$ cat config.mk
export PLATFORM = sky130hd
export DESIGN_NAME = wb_queue
export DESIGN_NICKNAME = d
export VERILOG_FILES = /design/src/rtl/wb_queue.sv
export SDC_FILE = /design/constraint.sdc
export NUM_CORES = 1
export LEC_CHECK = 0
export CAP_MARGIN = 20
export CORE_MARGIN = 3
export CORE_UTILIZATION = 56
export CTS_CLUSTER_SIZE = 28
export DETAILED_ROUTE_END_ITERATION = 7
export PLACE_DENSITY = 0.9
export SYNTH_ARGS = -nofsm -noshare
export SYNTH_HDL_FRONTEND = slang
export SYNTH_SLANG_ARGS = --single-unit
$ cat constraint.sdc
create_clock -name clk -period 4.9 [get_ports clk]
set_input_delay 0.49 -clock clk [delete_from_list [all_inputs] [get_ports clk]]
set_output_delay 0.49 -clock clk [all_outputs]
set_load 0.1 [all_outputs]
$ cat src/rtl/wb_queue.sv
// Write-back queue: merges ALU (port A) and load/MDU (port B) results into an
// in-order FIFO that drains one register-file write per cycle, and exposes
// two hazard lookups that return the youngest pending value for an address.
//
// Handshake: a transfer happens on a port when valid && ready at a rising
// edge. Ready is derived only from the registered occupancy (never from
// valid), so upstream can sample it freely. A is always older than B when
// both transfer on the same edge. Transfers to address 0 complete the
// handshake but are not stored.
module wb_queue #(
    parameter int DEPTH  = 4,
    parameter int ADDR_W = 5,
    parameter int DATA_W = 32
) (
    input  logic                     clk,
    input  logic                     rst,
    input  logic                     a_valid,
    output logic                     a_ready,
    input  logic [ADDR_W-1:0]        a_addr,
    input  logic [DATA_W-1:0]        a_data,
    input  logic                     b_valid,
    output logic                     b_ready,
    input  logic [ADDR_W-1:0]        b_addr,
    input  logic [DATA_W-1:0]        b_data,
    output logic                     rf_write_en,
    output logic [ADDR_W-1:0]        rf_write_addr,
    output logic [DATA_W-1:0]        rf_write_data,
    input  logic [ADDR_W-1:0]        lk_addr_1,
    input  logic [ADDR_W-1:0]        lk_addr_2,
    output logic                     lk_hit_1,
    output logic                     lk_hit_2,
    output logic [DATA_W-1:0]        lk_data_1,
    output logic [DATA_W-1:0]        lk_data_2,
    output logic [$clog2(DEPTH):0]   count
);

    localparam int PTR_W = $clog2(DEPTH);
    localparam int CNT_W = PTR_W + 1;

    logic [ADDR_W-1:0] addr_q [DEPTH];
    logic [DATA_W-1:0] data_q [DEPTH];
    logic [PTR_W-1:0]  head_q, head_d;
    logic [PTR_W-1:0]  tail_q, tail_d;
    logic [CNT_W-1:0]  count_q, count_d;

    logic [CNT_W-1:0]  free;
    logic              push_a, push_b, pop;
    logic [PTR_W-1:0]  tail_b;
    logic [DATA_W:0]   lk_res_1, lk_res_2;

    // Youngest occupied entry matching key wins; result is {hit, data}.
    function automatic logic [DATA_W:0] lookup(input logic [ADDR_W-1:0] key);
        logic [DATA_W:0] res;
        res = '0;
        for (int i = 0; i < DEPTH; i++) begin
            if ((CNT_W'(i) < count_q) && (key != '0) &&
                (addr_q[head_q + PTR_W'(i)] == key)) begin
                res = {1'b1, data_q[head_q + PTR_W'(i)]};
            end
        end
        return res;
    endfunction

    // Handshake, push/pop decisions and next-state pointers/occupancy.
    always_comb begin
        free    = CNT_W'(DEPTH) - count_q;
        a_ready = rst && (free >= CNT_W'(1));
        b_ready = rst && (free >= CNT_W'(2));
        push_a  = a_valid && a_ready && (a_addr != '0);
        push_b  = b_valid && b_ready && (b_addr != '0);
        pop     = (count_q != '0);
        tail_b  = tail_q + PTR_W'(push_a);
        tail_d  = tail_q + PTR_W'(push_a) + PTR_W'(push_b);
        head_d  = head_q + PTR_W'(pop);
        count_d = count_q + CNT_W'(push_a) + CNT_W'(push_b) - CNT_W'(pop);
    end

    // Queue state: pointers, occupancy and entry storage.
    always_ff @(posedge clk) begin
        if (!rst) begin
            head_q  <= '0;
            tail_q  <= '0;
            count_q <= '0;
            for (int i = 0; i < DEPTH; i++) begin
                addr_q[i] <= '0;
                data_q[i] <= '0;
            end
        end else begin
            head_q  <= head_d;
            tail_q  <= tail_d;
            count_q <= count_d;
            if (push_a) begin
                addr_q[tail_q] <= a_addr;
                data_q[tail_q] <= a_data;
            end
            if (push_b) begin
                addr_q[tail_b] <= b_addr;
                data_q[tail_b] <= b_data;
            end
        end
    end

    // Register-file write port shows the head entry; silent when empty or in reset.
    always_comb begin
        rf_write_en   = rst && pop;
        rf_write_addr = rf_write_en ? addr_q[head_q] : '0;
        rf_write_data = rf_write_en ? data_q[head_q] : '0;
        count         = count_q;
    end

    // Hazard lookups over stored entries only (in-flight transfers are invisible).
    always_comb begin
        lk_res_1  = rst ? lookup(lk_addr_1) : '0;
        lk_res_2  = rst ? lookup(lk_addr_2) : '0;
        lk_hit_1  = lk_res_1[DATA_W];
        lk_data_1 = lk_res_1[DATA_W-1:0];
        lk_hit_2  = lk_res_2[DATA_W];
        lk_data_2 = lk_res_2[DATA_W-1:0];
    end

endmodule

==> results by group <==
Routing
  • DRT antenna net count: 0
  • Via count: 13,830
  • # DRC: 1
  • Pre-Repair DR Iteration Count: 8
  • Detailed Route WL: 49,650 µm
  • Iter 0 DRT Violations: 2,524
  • DR vias/cell: 7.446
  • WL/cell: 26.73 µm

Timing
  • Clock period minus worst slack: 4.634 ns
  • Final hold vios: 0
  • Max Fclk: 0.2158 GHz
  • Relative slew slack: 0.2507
  • Final setup margin: 0.2660 ns
  • Worst slew pin tran: 1.124 ns
  • Final TNS setup: 0 ns
  • Worst Skew: 0.01415 ns
  • Max Slew Vio Count: 0
  • Final period utilization: 0.9457
  • # setup viols final: 0
  • RSZ-0062 raised after global routing: false

Placed design
  • Inst Count DP: 1,824
  • Routability cong.: 0.9836
  • Port Buffers: 196
  • Post-DP Area: 16,310 µm²
  • DP HPWL: 30,980 µm
  • Place WS: 0.7639 ns

Global route
  • Vias in the first global route: 13,860
  • Grt total ovfl: 0
  • First-pass GRT wire length: 75,960 µm
  • Pin count of the biggest net entering global routing: 130
  • Total track usage: 0.3712
  • Initial antenna violation count: 0

Clocking
  • Post-CTS Resized: 0
  • H-tree levels: 4
  • Num CTS Buffers: 17
  • # hold bufs at CTS: 0
  • CTS tree: built
  • Clock sink count: 155
  • Post-CTS Setup Inserts: 0
  • Skew-Pair Late Insertion Delay: 0.44 ns
  • Clk slew on worst S/H paths: 0.07 ns
  • CTS max path bufs: 2
  • Root Driver: clkbuf_16

Setup path
  • Buffer and inverter count on the worst path: 2
  • Crit path max-delay family: simple AND/OR/NAND/NOR gates
  • CP Data Required Time: 4.41 ns
  • Setup crit end kind: output port
  • Crit. path cell count: 8
  • Crit path DAT: 4.14 ns
  • CP Cell Sequence: mux4_2 > xor2_1 > or3_1 > nor2_4 > buf_4 > a21oi_1 > a221oi_2 > buf_12
  • Reg2Reg Depth: 13
  • CP max-delay cell: dfxtp_4
  • Flop2flop setup slack: 0.68 ns
  • Critical path class: flip-flop to output port
  • Worst reg2reg path startpoint: count[0]
  • Max FO, Critical Path: 59
  • Worst path max stage delay: 0.78 ns
  • Reg-to-reg critical path endpoint: data_q[1][0]
  • Kind of start point of the critical path: flip-flop

Hold path
  • WHS Endpoint: data_q[3][3]
  • Min-Delay Path Depth: 3
  • Hold Path Origin: b_data[3]
  • Min-Delay Path Class: input port to flip-flop

Pwr
  • VDD IR-drop max: 496.8 µV
  • Cell leakage power: 0.005793 µW
  • Power Dens Cells: 625.3 nW/µm²

Final layout
  • Final instance area: 16,900 µm²
  • Fin nets: 1,631
  • Final core occ: 0.7329
  • Fraction of layout cells with a size suffix above 1: 0.2461
  • Synth-to-layout area growth: 26.00%
  • Finished Layout Cells: 1,857
  • ANT cells: 0

Floorplan
  • Full die area: 25,840 µm²
  • DIE HEIGHT: 160.7 µm
  • Top-Level Pins: 197
  • Chip Width: 160.7 µm
  • Core footprint: 23,050 µm²
  • Initial Utilization: 0.5817
  • Row cnt: 55

Logic synthesis
  • Distinct cells, synth: 57
  • Synth warn: 0
  • Sequential share of the synthesized area: 0.3419
  • Synth Cell Area: 13,410 µm²
  • Mapped Avg Cell Area: 9.312 µm²
  • Synth Flop Type: edfxtp_1
  • #FFs+latches synth: 155
  • Synthesized instance count: 1,440
  • EDFF count, synth: 148
  • Synth Net Count: 1,540
  • FFs w/ async S/R, synth: 0

Run status
  • Violated checks: DRC
  • Status: finished, violations left

Job
  • Max cap viols: 0
per-layer routing:
metal,global-route usage,vias up,wire length [µm]
met5,0,-,0
met1,0.4603,6339,16650
met3,0.09956,401,7270
met2,0.5796,1351,22300
li1,-,5736,-
met4,0.2268,0,3430
flip-flops by register name, summed over array words and instances (netlist names):
name	flops
head_q	2
count	3
tail_q	2
data_q	128
addr_q	20
Yosys cell counts, types with 17 or more instances:
| cell type | count | area (µm²) |
|---|---|---|
| nand2_1 | 174 | 653.1 |
| o221ai_2 | 29 | 435.4 |
| mux2_2 | 61 | 686.9 |
| nand3_1 | 43 | 215.2 |
| o21ai_0 | 90 | 450.4 |
| xnor2_1 | 30 | 262.8 |
| nor3_1 | 65 | 325.3 |
| clkbuf_1 | 126 | 473.0 |
| a221oi_1 | 25 | 219.0 |
| nor2_1 | 76 | 285.3 |
| o211ai_1 | 30 | 225.2 |
| a22o_1 | 111 | 972.2 |
| mux2i_1 | 61 | 610.6 |
| mux4_2 | 24 | 540.5 |
| buf_2 | 17 | 85.08 |
| edfxtp_1 | 148 | 4444 |
| a221oi_2 | 35 | 525.5 |
| a21oi_1 | 151 | 755.7 |
worst max-delay path by stage:
stage	endpoint	slack [ns]	from
final	lk_data_2[3]	0.27	head_q[1]
after detailed placement	data_q[1][3]	0.76	a_addr[4]
after global placement	lk_data_1[1]	0.84	lk_addr_1[1]
after global routing	lk_data_2[18]	0.14	head_q[1]
after CTS	lk_data_2[3]	0.37	head_q[1]
after floorplan	addr_q[2][0]	0.15	count[0]
tightest hold or removal path, stage by stage:
cell and delay [ns]:
clkdlybuf4s50_1 0.53, nand2_1 0.06, nand2_1 0.05
layout make-up:
type	instances	area, µm²
clock buffer	18	429.2
multi-input combinational	1102	8303
fill	1518	6158
sequential	155	4596
inverter	16	62.56
clock inverter	14	137.6
tap	313	391.6
timing repair buffer	239	2975
kinds of logic (layout without fill, tap and decap cells):
| group | count (synthesis) | in the layout | synth area share |
|---|---|---|---|
| fa+ha+maj | 12 | 12 | 0.01232 |
| xor+xnor | 44 | 44 | 0.02874 |
| compound gates | 488 | 488 | 0.2780 |
| mux | 148 | 148 | 0.1410 |
| simple gates | 410 | 410 | 0.1394 |
| buf+inv | 183 | 287 | 0.05869 |
| flops | 155 | 155 | 0.3419 |
through the flow:
step                      total power [µW]  hold WS [ns]
after floorplan                       7171        0.6644
after global placement                8758        0.7647
after detailed placement              8977        0.7785
after CTS                            10300        0.7879
after global routing                 10930        0.8028
final                                10570        0.7946
where the power goes:
part / switching, µW / internal [µW] / total (µW)
clock: 602 / 710 / 1310
sequential: 332 / 1910 / 2240
combinational: 4830 / 2180 / 7010
total: 5770 / 4800 / 10600
cells in the final DEF, fill, tap and decap left out, types with 17 or more instances in the layout:
cell type and n:
o21ai_0 90, o221ai_2 29, mux2i_1 61, nor3_1 62
nand3_1 42, a22o_1 111, buf_12 75, buf_4 67
nand2_1 174, edfxtp_1 148, a221oi_2 60, o211ai_1 30
clkbuf_16 17, mux2_2 61, a21oi_1 151, nor2_1 74
clkdlybuf4s50_1 97, xnor2_1 30, mux4_2 24
No activity file was read; power rests on OpenSTA's default activity.
